===== src/rtl/mod_updown_counter.sv =====
// Modulo-N up/down counter with enable-gated prescaler, sync clear, clamped load, wrap or saturate.
// Latency: o_cnt/o_tc/o_step update on the stepping edge; no backpressure, i_en simply freezes state.
module mod_updown_counter #(
    parameter int WIDTH    = 4,
    parameter int MOD_N    = 10,
    parameter int PRESCALE = 1,
    parameter int SATURATE = 0
) (
    input  logic             i_clk,
    input  logic             i_rst,
    input  logic             i_en,
    input  logic             i_up,
    input  logic             i_clr,
    input  logic             i_load,
    input  logic [WIDTH-1:0] i_load_val,
    output logic [WIDTH-1:0] o_cnt,
    output logic             o_tc,
    output logic             o_step
);

    localparam int PW = (PRESCALE > 1) ? $clog2(PRESCALE) : 1;

    localparam logic [PW-1:0]    PRE_MAX = PW'(PRESCALE - 1);
    localparam logic [PW-1:0]    PRE_ONE = PW'(1);
    localparam logic [WIDTH-1:0] CNT_MAX = WIDTH'(MOD_N - 1);
    localparam logic [WIDTH-1:0] CNT_ONE = WIDTH'(1);
    localparam logic [WIDTH:0]   MOD_W   = (WIDTH + 1)'(MOD_N);

    generate
        if (MOD_N < 2 || MOD_N > (1 << WIDTH) || PRESCALE < 1 || PRESCALE > 65535) begin : g_param_check
            $error("mod_updown_counter: illegal MOD_N or PRESCALE parameter");
        end
    endgenerate

    logic [PW-1:0]    pre;
    logic             step;
    logic             at_end;
    logic [WIDTH-1:0] load_cl;

    assign step    = i_en && (pre == PRE_MAX);
    assign at_end  = i_up ? (o_cnt == CNT_MAX) : (o_cnt == '0);
    // Out-of-range load values clamp to the top of the count range.
    assign load_cl = ({1'b0, i_load_val} < MOD_W) ? i_load_val : CNT_MAX;

    always_ff @(posedge i_clk or posedge i_rst) begin
        if (i_rst) begin
            o_cnt  <= '0;
            o_tc   <= 1'b0;
            o_step <= 1'b0;
            pre    <= '0;
        end else if (i_clr) begin
            o_cnt  <= '0;
            o_tc   <= 1'b0;
            o_step <= 1'b0;
            pre    <= '0;
        end else if (i_load) begin
            o_cnt  <= load_cl;
            o_tc   <= 1'b0;
            o_step <= 1'b0;
            pre    <= '0;
        end else if (step) begin
            pre    <= '0;
            o_step <= 1'b1;
            o_tc   <= at_end;
            if (!at_end) begin
                o_cnt <= i_up ? (o_cnt + CNT_ONE) : (o_cnt - CNT_ONE);
            end else if (SATURATE == 0) begin
                o_cnt <= i_up ? '0 : CNT_MAX;
            end
        end else begin
            o_tc   <= 1'b0;
            o_step <= 1'b0;
            if (i_en) begin
                pre <= pre + PRE_ONE;
            end
        end
    end

endmodule


===== config.mk =====
export PLATFORM = sky130hd
export DESIGN_NAME = mod_updown_counter
export DESIGN_NICKNAME = d
export VERILOG_FILES = /design/src/rtl/mod_updown_counter.sv
export SDC_FILE = /design/constraint.sdc
export NUM_CORES = 1
export LEC_CHECK = 0
export ABC_AREA = 1
export CORE_AREA = 2 2 39 41
export DETAILED_ROUTE_END_ITERATION = 6
export DIE_AREA = 0 0 41 43
export GPL_TIMING_DRIVEN = 0
export PLACE_DENSITY = 0.71
export SLEW_MARGIN = 10
export SYNTH_ARGS = -nofsm -noshare
export SYNTH_HDL_FRONTEND = slang
export SYNTH_SLANG_ARGS = --single-unit

===== constraint.sdc =====
create_clock -name i_clk -period 1.23 [get_ports i_clk]
set_input_delay 0.246 -clock i_clk [delete_from_list [all_inputs] [get_ports i_clk]]
set_output_delay 0.246 -clock i_clk [all_outputs]
set_load 0.02 [all_outputs]

# Word level (Yosys, flattened, before mapping)
# Index checks and enable logic that the tools add are counted.
# totals
memories,0
latch_bits,0
wordCells,32
rom_bits,0
in_bits,10
mem_bits_rw,0
out_inout_bits,6
reg_bits,7
# op_classes
n_reduce_logical,4
add_sub_neg,3
shift,0
eq_ne,1
multipliers,0
magnitude_cmp,1
bitwise,1
n_div,0
muxes,18
# ops
cell,n
4-bit 2-to-1 mux,7
1-bit 2-to-1 mux,11
4-bit by 1-bit adder with 4-bit output (second input constant),1
4-bit == test (second input constant),1
4-bit logical NOT,1
4-bit < comparator (second input constant),1
4-bit nonzero test,1
4-bit by 1-bit subtractor with 4-bit output (second input constant),1
3-bit nonzero test,1
1-bit adder (second input constant),1
1-bit logical AND,1
1-bit inverter,1

# Depth between registers and ports, before layout
# Gate-level depths: netlist of the first run.
# depth
depth_word,6
ltp_mapped,12
ltp_nobuf,12

# Worst setup path before layout of the first run
# OpenSTA, ideal clock, no wires.
# synth_path
kind,register to register
from,register o_cnt[2]
to,register o_cnt[3]
setup_ns,0.117
slack_ns,-0.246
synth_period_minus_slack_ns,1.476
path_buffers,0
t_arrival_ns,1.359
required_ns,1.113
stages_incl_launch_ff,11
path_cell_list,dfrtp_1 ha_1 or2_1 nand2_1 nand2_1 nand2_1 nand2_1 nand2_1 nand2_1 nand2_1 nand2_1
# synth_between
elab_chain_len,6
elab_cells_between_ends,10
classes_between,2 x add/sub; 1 x eq/ne; 6 x mux; 1 x reduce/logical
# synth_rtl
item,line,text
from (decl),16,"output logic [WIDTH-1:0] o_cnt,"
from (signal assigned),57,o_cnt <= load_cl;
from (signal assigned),66,o_cnt <= i_up ? (o_cnt + CNT_ONE) : (o_cnt - CNT_ONE);
from (signal assigned),68,o_cnt <= i_up ? '0 : CNT_MAX;
4-bit by 1-bit subtractor with 4-bit output (tied with other cells),66,
4-bit 2-to-1 mux / 1-bit 2-to-1 mux (equally long branches),"66, 41",
4-bit 2-to-1 mux *,65,if (!at_end) begin
4-bit 2-to-1 mux *,61,end else if (step) begin
4-bit 2-to-1 mux *,56,end else if (i_load) begin
4-bit 2-to-1 mux *,51,end else if (i_clr) begin
# Mark *: on every way between the ends. The rest lies on a longest branch, timed or not. The select of a mux whose other input is x is not followed.
# A chain may end at the register's enable or synchronous reset.

# Worst setup path in the final report of the first run
# Ends and elaborated chain as after synthesis.

==> results of run 1 <==
repair_timing:
action                                  4_1_cts  5_1_grt
endpoints found under the setup margin        9        8
buffers inserted                              5        3
pin swaps                                     2        4
gates resized for setup                      16        7
registers in the layout (all words and copies together), names as in the netlist:
signal / cells
o_tc: 1
o_cnt: 4
pre: 1
o_step: 1
metal layers:
metal	GRT usage, %	wire length, um	vias to the layer above
met5	0	0	-
met4	6.00	0	0
met3	1.57	32	0
met2	21.3	576	12
met1	20.8	529	223
li1	-	-	282
critical path, stage by stage, from the launching register on:
cell     delay (ns)
dfrtp_2        0.43
ha_4           0.23
or2_1          0.22
nand2_1        0.08
nand2_1        0.05
nand2_1        0.06
nand2_1        0.06
nand2_1        0.05
nand2_1        0.05
nand2_1        0.06
nand2_1        0.04
logic make-up after synthesis:
family	synth area share, %
simple gates	35.8
buf+inv	9.07
compound gates	9.07
flops	35.3
fa+ha+maj	9.07
xor+xnor	1.76
where the power goes:
part / internal, mW / total (mW) / switching [mW]
clock: 0.123 / 0.204 / 0.0803
sequential: 0.250 / 0.270 / 0.0199
combinational: 0.147 / 0.303 / 0.156
total: 0.521 / 0.777 / 0.256
cell usage after synthesis (all sizes together):
master / instances
o211ai: 1
nor2: 6
nand2: 27
o21ai: 4
o21a: 1
nand4: 2
fa: 1
xor2: 1
or2: 1
ha: 2
nand3: 3
nor3: 2
a21oi: 2
dfrtp: 7
inv: 12
final timing paths:
path / slack [ns] / endpoint
min in group i_clk: 0.51 / o_tc
hold reg to reg: 0.51 / pre
setup reg to reg: -0.20 / o_cnt[3]
setup / recovery: -0.20 / o_cnt[3]
hold / removal: 0.22 / o_step
max in group asynchronous: 0.79 / o_cnt[1]
final cells by class:
| cell class | count | area (sq um) | area share [%] |
|---|---|---|---|
| Timing Repair Buffer | 23 | 194 | 25.6 |
| Multi-Input combinational cell | 53 | 292 | 38.4 |
| Clock buffer | 4 | 26.3 | 3.47 |
| Sequential cell | 7 | 179 | 23.6 |
| Tap cell | 16 | 20.0 | 2.64 |
| Inverter | 12 | 47.5 | 6.27 |
per-stage QoR:
| step | cell area, sq um | hold WS, ns | worst slack, ns | std cells | util (%) |
|---|---|---|---|---|---|
| 2_1_floorplan | 515 | 0.0492 | -0.144 | 72 | - |
| 3_3_place_gp | 686 | 0.483 | -0.665 | 103 | 49.5 |
| 3_5_place_dp | 686 | 0.498 | -0.700 | 103 | 49.5 |
| 4_1_cts | 746 | 0.230 | -0.166 | 112 | 53.9 |
| 5_1_grt | 758 | 0.260 | -0.275 | 115 | 54.8 |
| 6_report | 758 | 0.222 | -0.196 | 115 | 54.8 |
cells in the final DEF (no fill, tap or decap), drive strengths merged:
| cell type | n |
|---|---|
| a21oi | 2 |
| buf | 10 |
| clkbuf | 6 |
| clkdlybuf4s15 | 1 |
| clkdlybuf4s50 | 8 |
| dfrtp | 7 |
| dlygate4sd2 | 2 |
| fa | 1 |
| ha | 2 |
| inv | 12 |
| nand2 | 27 |
| nand3 | 3 |
| nand4 | 2 |
| nor2 | 6 |
| nor3 | 2 |
| o211ai | 1 |
| o21a | 1 |
| o21ai | 4 |
| or2 | 1 |
| xor2 | 1 |
==> reports/qor.csv, run 1 <==
stage,metric,value,unit
synthesis,register bit count reported by yosys,7,
placement,Post-DP HPWL,823,um
routing,DRT Pass-1 Iters,4,
timing,Slew headroom,81.2,%
routing,DRC errors left,0,
setup_path,CP startpoint kind,flop,
floorplan,chip width,41,um
placement,# port buffers,15,
global_route,antenna violations before repair,0,
timing,unrepaired setup endpoints after global routing,true,
synthesis,synthesized net count,85,
synthesis,Netlist cell types,19,
setup_path,R2R depth,10,
routing,drt wl/cell,9.89,um
floorplan,Initial Utilization,35.9,%
clock_tree,H-tree levels,1,
synthesis,Yosys warnings,0,
final_layout,Final nets,113,
synthesis,leading post-synthesis cells by cell area,"dfrtp_1 35%, nand2_1 20%, inv_1 6.8%",
timing,"Slew Viols, Final",0,
setup_path,r2r startpoint,o_cnt[2],
timing,worst-margin pin slew,0.280,ns
setup_path,kind of critical path,flop to flop,
clock_tree,TritonCTS clock tree,yes,
timing,clk_skew,0.00365,ns
setup_path,CP Capture Type,flop,
synthesis,Post-Syn Area,497,sq um
clock_tree,CTS buffer count,3,
global_route,largest net degree at the start of global routing,8,
floorplan,Core Area,0.00138,sq mm
clock_tree,Worst-path clk slew,0.05,ns
final_layout,Fillers,135,
timing,Setup WS post-layout,-0.196,ns
setup_path,crit path max fanout,3,
routing,Initial DRC Count,10,
timing,Tcrit/Tclk final,116,%
placement,Final GP Congestion,0.768,
clock_tree,clock tree buffer depth,2,
floorplan,Die Span Y,43,um
routing,Total Routed Length,1140,um
setup_path,worst path arrival time,1.56,ns
routing,Via density,4.50,
global_route,vias in the first global route,460,
timing,setup tns final,-0.361,ns
power,P_leak,0.404,nW
timing,highest clock rate,0.701,GHz
routing,Vias,517,
power,total power,0.777,mW
global_route,gr ovfl total,0,
power,PD cells,1020,mW/mm^2
synthesis,largest area contributor in the netlist,dfrtp_1,
synthesis,synthesized area per cell,6.90,sq um
synthesis,sequential area share after synthesis,35.3,%
clock_tree,clk root buf,clkbuf_4,
clock_tree,Post-CTS Hold Buffers,0,
timing,Final Hold Fails,0,
clock_tree,Worst-Skew Late Latency,0.25,ns
setup_path,Setup crit start,o_cnt[2],
synthesis,Yosys top cell area share,35.3,%
setup_path,Critical Path RT,1.37,ns
power,maximum vdd ir drop,400,uV
worst_hold_path,hold crit path type,primary input to asynchronous set/reset pin,
routing,Post-DRT Antenna Nets,0,
timing,Tmin final,1.43,ns
floorplan,die area,0.00176,sq mm
timing,final setup fails,3,
run_status,failing checks,negative setup slack,
synthesis,Post-Syn Instances,72,
final_layout,n_diodes,0,
floorplan,Top Ports,16,
final_layout,Layout area overhead,52.6,%
final_layout,fraction of layout cells with a size suffix above 1,28.3,%
clock_tree,Clock Sinks,7,
run,MaxCap Viol Count,0,
run_status,outcome,"finished, violations left",
global_route,gr usage total,14.5,%
floorplan,Rows,14,
global_route,first-pass GRT wire length,1770,um
(Power assumes the default switching activity.)
==> run 2, diff against run 1 <==
--- a/config.mk
+++ b/config.mk
@@ -15,3 +15,4 @@
 export SYNTH_ARGS = -nofsm -noshare
 export SYNTH_HDL_FRONTEND = slang
 export SYNTH_SLANG_ARGS = --single-unit
+export TNS_END_PERCENT = 1
==> run 2 against run 1 <==
The flow still finishes with violations (negative setup slack). Combinational power is 5% lower. Register-to-register slack better by 0.05 ns. Clock skew is 0.00074 ns lower. Wire length is 9.2% lower. Sequential cell count stayed put. Fmax is 3.5% higher. Clock power hardly changed. First-iteration DRC count is 30% lower. Global-route usage is 0.38 points lower. Clock-buffer cell count stayed put. Largest cell class unchanged.
==> reports/qor.csv, run 2 (same netlist as run 1, synthesis figures left out) <==
stage,metric,value,unit,change
run_status,outcome,"finished, violations left",,
run_status,failing checks,negative setup slack,,
power,PD cells,1020,mW/mm^2,-0.47%
floorplan,die area,0.00176,sq mm,unchanged
setup_path,kind of critical path,flop to flop,,
floorplan,Initial Utilization,35.9,%,unchanged
clock_tree,TritonCTS clock tree,yes,,
setup_path,CP Cell Sequence,ha_4 -> or2_4 -> nand2_2 -> nand2_1 -> nand2_1 -> nand2_1 -> nand2_1 -> nand2_1 -> nand2_1 -> nand2_1,,
power,sequential share of power,35.5,%,+0.7 points
power,internal power,0.513,mW,-1.5%
routing,Post-Route M1 WL,491,um,-7.2%
final_layout,Finished Layout Cells,112,,-2.6%
setup_path,CP Capture Type,flop,,
global_route,gr usage total,14.1,%,-0.38 points
setup_path,"most used cell, CP",nand2_1,,
power,maximum vdd ir drop,387,uV,-3.1%
run,MaxCap Viol Count,0,,unchanged
final_layout,most frequent cells in the layout,"24 x nand2_1, 8 x inv_1, 8 x clkdlybuf4s50_1",,
power,switching pwr,0.253,mW,-1.3%
clock_tree,Post-CTS Hold Buffers,0,,unchanged
final_layout,max FFs per register,4,,unchanged
global_route,first-pass GRT wire length,1700,um,-3.9%
timing,highest clock rate,0.725,GHz,+3.5%
setup_path,Critical Path RT,1.37,ns,about the same
routing,DRC errors left,0,,unchanged
routing,Total Routed Length,1030,um,-9.2%
final_layout,fraction of layout cells with a size suffix above 1,25.0,%,-3.3 points
clock_tree,Worst-Skew Late Latency,0.25,ns,about the same
floorplan,chip width,41,um,unchanged
global_route,antenna violations before repair,0,,unchanged
clock_tree,CTS buffer count,3,,unchanged
placement,# port buffers,15,,unchanged
routing,Initial DRC Count,7,,-3
placement,Post-DP HPWL,768,um,-6.7%
floorplan,Die Span Y,43,um,unchanged
routing,Vias,518,,+0.19%
timing,clk_skew,0.00291,ns,-0.000739 ns
final_layout,fin area,751,sq um,-0.99%
final_layout,Final nets,110,,-2.7%
global_route,gr ovfl total,0,,unchanged
setup_path,crit path max fanout,3,,unchanged
floorplan,Top Ports,16,,unchanged
clock_tree,clock tree buffer depth,2,,unchanged
timing,Final Hold Fails,0,,unchanged
timing,Slew headroom,79.8,%,-1.3 points
timing,"Slew Viols, Final",0,,unchanged
setup_path,"delay-heaviest family, CP",simple AND/OR/NAND/NOR gates,,
power,Net Sw Frac,33.0,%,+0.034 points
placement,dpl cell area,683,sq um,-0.37%
final_layout,Biggest register,o_cnt,,
power,Clock Power Share,26.7,%,+0.5 points
global_route,vias in the first global route,426,,-7.4%
placement,Final GP Congestion,0.760,,-1.1%
setup_path,crit-path max cell delay,0.42,ns,about the same
setup_path,slowest CP cell,dfrtp_2,,
timing,Tcrit/Tclk final,112,%,-3.9 points
worst_hold_path,hold crit path type,primary input to asynchronous set/reset pin,,
setup_path,worst path arrival time,1.52,ns,-0.04 ns
final_layout,"commonest non-fill, non-tap cell in the layout",nand2_1,,
timing,Tmin final,1.38,ns,-0.0478 ns
global_route,largest net degree at the start of global routing,8,,unchanged
routing,Via density,4.63,,+2.9%
routing,drt wl/cell,9.21,um,-6.8%
setup_path,worst path bufs/invs,0,,unchanged
setup_path,CP startpoint kind,flop,,
timing,final setup fails,4,,+1
routing,met3 wire length,49,um,+53%
clock_tree,clk root buf,clkbuf_4,,
clock_tree,Worst-path clk slew,0.05,ns,about the same
routing,DRT Pass-1 Iters,4,,unchanged
clock_tree,Clock Sinks,7,,unchanged
final_layout,n_diodes,0,,unchanged
power,P_leak,0.393,nW,-2.8%
placement,dpl ws,-0.679,ns,+0.0211 ns
routing,Post-DRT Antenna Nets,0,,unchanged
routing,top layer in use,met4,,
timing,unrepaired setup endpoints after global routing,true,,
placement,Cells after DPL,103,,unchanged
final_layout,Layout area overhead,51.1,%,
timing,worst-margin pin slew,0.299,ns,+0.0197 ns
power,combinational fraction of design power,37.8,%,-1.2 points
floorplan,Rows,14,,unchanged
routing,metal2 WL,479,um,-17%
timing,Setup WS post-layout,-0.148,ns,+0.0478 ns
floorplan,Core Area,0.00138,sq mm,unchanged
clock_tree,H-tree levels,1,,unchanged
[run 2: cell types whose count changed in the layout (fill, tap and decap cells not counted), sizes merged]
cell | previous run | this run
clkdlybuf4s15 | 1 | 3
buf | 10 | 6
dlygate4sd2 | 2 | 3
clkbuf | 6 | 4
[run 2: worst register-to-register path: cells and delay by family (launching register included)]
| family | cells | cell delay, ns |
|---|---|---|
| fa+ha+maj | 1 | 0.23 |
| simple gates | 9 | 0.62 |
| flops | 1 | 0.42 |
[run 2: stage by stage]
step	setup TNS, ns	utilization, %	hold slack [ns]	total power, mW
2_1_floorplan	-0.340	-	0.0492	0.431
3_3_place_gp	-2.03	49.4	0.487	0.530
3_5_place_dp	-2.11	49.4	0.500	0.532
4_1_cts	-0.372	53.1	0.238	0.751
5_1_grt	-0.623	54.2	0.260	0.819
6_report	-0.352	54.2	0.227	0.765
[run 2: repair_timing]
action / in CTS / in global routing
resized for setup: 16 / 4
setup endpoints to repair: 9 / 5
pin swaps: 1 / 0
buffers inserted: 4 / 1
[run 2: power by group through the flow]
stage	combinational (mW)	sequential (mW)	clock [mW]
after floorplan	0.136	0.295	0
after global placement	0.250	0.280	0
after detailed placement	0.252	0.279	0
after CTS	0.271	0.272	0.208
after global routing	0.325	0.273	0.221
final	0.289	0.271	0.205
[run 2: per-layer routing]
metal	up-vias	track usage, %
met1	221	18.9
met5	-	0
li1	278	-
met2	17	20.9
met4	0	6.00
met3	2	3.14
[run 2: worst paths after layout]
kind | startpoint | to | slack (ns) | depth (start not counted)
setup / recovery | o_cnt[2] | o_cnt[3] | -0.15 | 10
hold / removal | i_rst | o_tc | 0.23 | 2
setup reg to reg | o_cnt[2] | o_cnt[3] | -0.15 | 10
hold reg to reg | pre | pre | 0.51 | 2
max in group asynchronous | i_rst | o_cnt[2] | 0.78 | 2
min in group i_clk | pre | pre | 0.51 | 2
[run 2: area by class of cell]
cell class	instances	area, sq um
Fill cell	140	633
Multi-Input combinational cell	53	297
Timing Repair Buffer	20	181
Sequential cell	7	179
Inverter	12	47.5
Clock buffer	4	26.3
Tap cell	16	20.0
==> run 3, diff against run 2 <==
--- a/config.mk
+++ b/config.mk
@@ -11,6 +11,7 @@
 export DIE_AREA = 0 0 41 43
 export GPL_TIMING_DRIVEN = 0
 export PLACE_DENSITY = 0.71
+export SKIP_LAST_GASP = 1
 export SLEW_MARGIN = 10
 export SYNTH_ARGS = -nofsm -noshare
 export SYNTH_HDL_FRONTEND = slang
==> run 3 against run 2 <==
The run still ends with negative setup slack left. First-iteration DRC count grew 43%. Global-route usage down 0.20 points. Sequential share of layout area increased by 0.080 points. Register-to-register slack barely moved. Power shrank 0.73%. Wire length hardly changed. Worst setup slack lost 0.014 ns. Highest routed layer is now met3.
==> reports/qor.csv, run 3 (same netlist as run 1, synthesis figures left out) <==
stage,metric,value,unit,change
final_layout,max FFs per register,4,,unchanged
power,maximum vdd ir drop,384,uV,-0.92%
setup_path,kind of critical path,flop to output pin,,
clock_tree,clock tree buffer depth,2,,unchanged
timing,Tcrit/Tclk final,113,%,+1.2 points
setup_path,CP startpoint kind,flop,,
setup_path,crit path max fanout,1,,-2
setup_path,"delay-heaviest family, CP",buffers and inverters,,
power,total power,0.760,mW,-0.73%
power,PD cells,1020,mW/mm^2,-0.39%
placement,Post-DP HPWL,768,um,unchanged
floorplan,Die Span Y,43,um,unchanged
routing,DRC errors left,0,,unchanged
global_route,antenna violations before repair,0,,unchanged
timing,Fin Hold WS,0.229,ns,+0.00198 ns
timing,Setup WS post-layout,-0.163,ns,-0.0142 ns
floorplan,Initial Utilization,35.9,%,unchanged
final_layout,Final nets,110,,unchanged
final_layout,n_diodes,0,,unchanged
setup_path,CP Cell Sequence,clkdlybuf4s50_1,,
run_status,failing checks,negative setup slack,,
placement,Final GP Congestion,0.760,,unchanged
run_status,outcome,"finished, violations left",,
timing,clk_skew,0.00383,ns,+0.000920 ns
global_route,gr ovfl total,0,,unchanged
routing,Vias,521,,+0.58%
timing,Tmin final,1.39,ns,+0.0142 ns
routing,Total Routed Length,1030,um,about the same
timing,Final Hold Fails,0,,unchanged
run,MaxCap Viol Count,0,,unchanged
timing,"Slew Viols, Final",0,,unchanged
setup_path,crit-path max cell delay,0.59,ns,+0.17 ns
timing,Slew headroom,79.8,%,unchanged
clock_tree,Worst-Skew Late Latency,0.25,ns,about the same
floorplan,chip width,41,um,unchanged
final_layout,Biggest register,o_cnt,,
clock_tree,H-tree levels,1,,unchanged
setup_path,worst path arrival time,1.15,ns,-0.37 ns
clock_tree,CTS buffer count,3,,unchanged
timing,final setup fails,8,,+4
final_layout,fraction of layout cells with a size suffix above 1,21.9,%,-3.1 points
clock_tree,clk root buf,clkbuf_4,,
final_layout,Fillers,142,,+1.4%
global_route,first-pass GRT wire length,1660,um,-2.1%
setup_path,worst path bufs/invs,1,,+1
routing,Initial DRC Count,10,,+3
global_route,vias in the first global route,412,,-3.3%
final_layout,most frequent cells in the layout,"24 x nand2_1, 9 x clkdlybuf4s50_1, 8 x inv_1",,
routing,Via density,4.65,,+0.58%
placement,# port buffers,15,,unchanged
setup_path,Critical Path RT,0.98,ns,-0.39 ns
floorplan,die area,0.00176,sq mm,unchanged
clock_tree,Clock Sinks,7,,unchanged
setup_path,CP Capture Type,output pin,,
floorplan,Top Ports,16,,unchanged
global_route,largest net degree at the start of global routing,8,,unchanged
clock_tree,Worst-path clk slew,0.05,ns,about the same
timing,unrepaired setup endpoints after global routing,true,,
floorplan,Core Area,0.00138,sq mm,unchanged
timing,worst-margin pin slew,0.299,ns,unchanged
floorplan,Rows,14,,unchanged
power,P_leak,0.394,nW,+0.40%
final_layout,Layout area overhead,50.6,%,
global_route,gr usage total,13.9,%,-0.20 points
final_layout,final core occ,54.1,%,-0.18 points
routing,DRT Pass-1 Iters,4,,unchanged
clock_tree,TritonCTS clock tree,yes,,
timing,setup tns final,-0.696,ns,-0.344 ns
setup_path,slowest CP cell,clkdlybuf4s50_1,,
worst_hold_path,hold crit path type,primary input to asynchronous set/reset pin,,
routing,Post-DRT Antenna Nets,0,,unchanged
routing,drt wl/cell,9.21,um,about the same
placement,dpl ws,-0.679,ns,unchanged
timing,highest clock rate,0.718,GHz,-1.0%
final_layout,"commonest non-fill, non-tap cell in the layout",nand2_1,,
## run 3: final cells by class
| type | instances | area, sq um | area share (%) |
|---|---|---|---|
| clock buffer | 4 | 26.3 | 3.51 |
| multi-input combinational | 53 | 297 | 39.6 |
| sequential | 7 | 179 | 23.9 |
| timing repair buffer | 20 | 181 | 24.2 |
| tap | 16 | 20.0 | 2.68 |
| inverter | 12 | 45.0 | 6.02 |
## run 3: where the power goes
| group | internal (mW) | leakage [nW] | total, mW | switching [mW] |
|---|---|---|---|---|
| combinational | 0.137 | 0.291 | 0.288 | 0.151 |
| sequential | 0.250 | 0.0885 | 0.270 | 0.0196 |
| clock | 0.123 | 0.0150 | 0.202 | 0.0786 |
## run 3: worst paths after layout
path                       startpoint       end  slack, ns  depth (start not counted)
max                              o_tc      o_tc      -0.16                          1
max reg2reg                  o_cnt[2]  o_cnt[3]      -0.15                         10
min in group i_clk                pre       pre       0.51                          2
min                             i_rst      o_tc       0.23                          2
min reg2reg                       pre       pre       0.51                          2
max in group asynchronous       i_rst  o_cnt[2]       0.77                          2
## run 3: repair_timing
action / in CTS / in global routing
cloned: 0 / 0
resized for setup: 6 / 5
endpoints found under the setup margin: 9 / 9
hold buffers: 0 / 0
setup buffers: 4 / 1
## run 3: routing by layer
metal	track usage, %	wire length (um)	vias up
met3	3.14	47	0
met5	0	0	-
met4	6.00	0	0
met2	20.3	482	18
li1	-	-	276
met1	18.9	501	227
## run 3: metrics by stage
| stage | cells | cell area, sq um |
|---|---|---|
| 3_3_place_gp | 103 | 683 |
| 6_report | 112 | 748 |
| 4_1_cts | 111 | 732 |
| 2_1_floorplan | 72 | 513 |
| 3_5_place_dp | 103 | 683 |
| 5_1_grt | 112 | 748 |
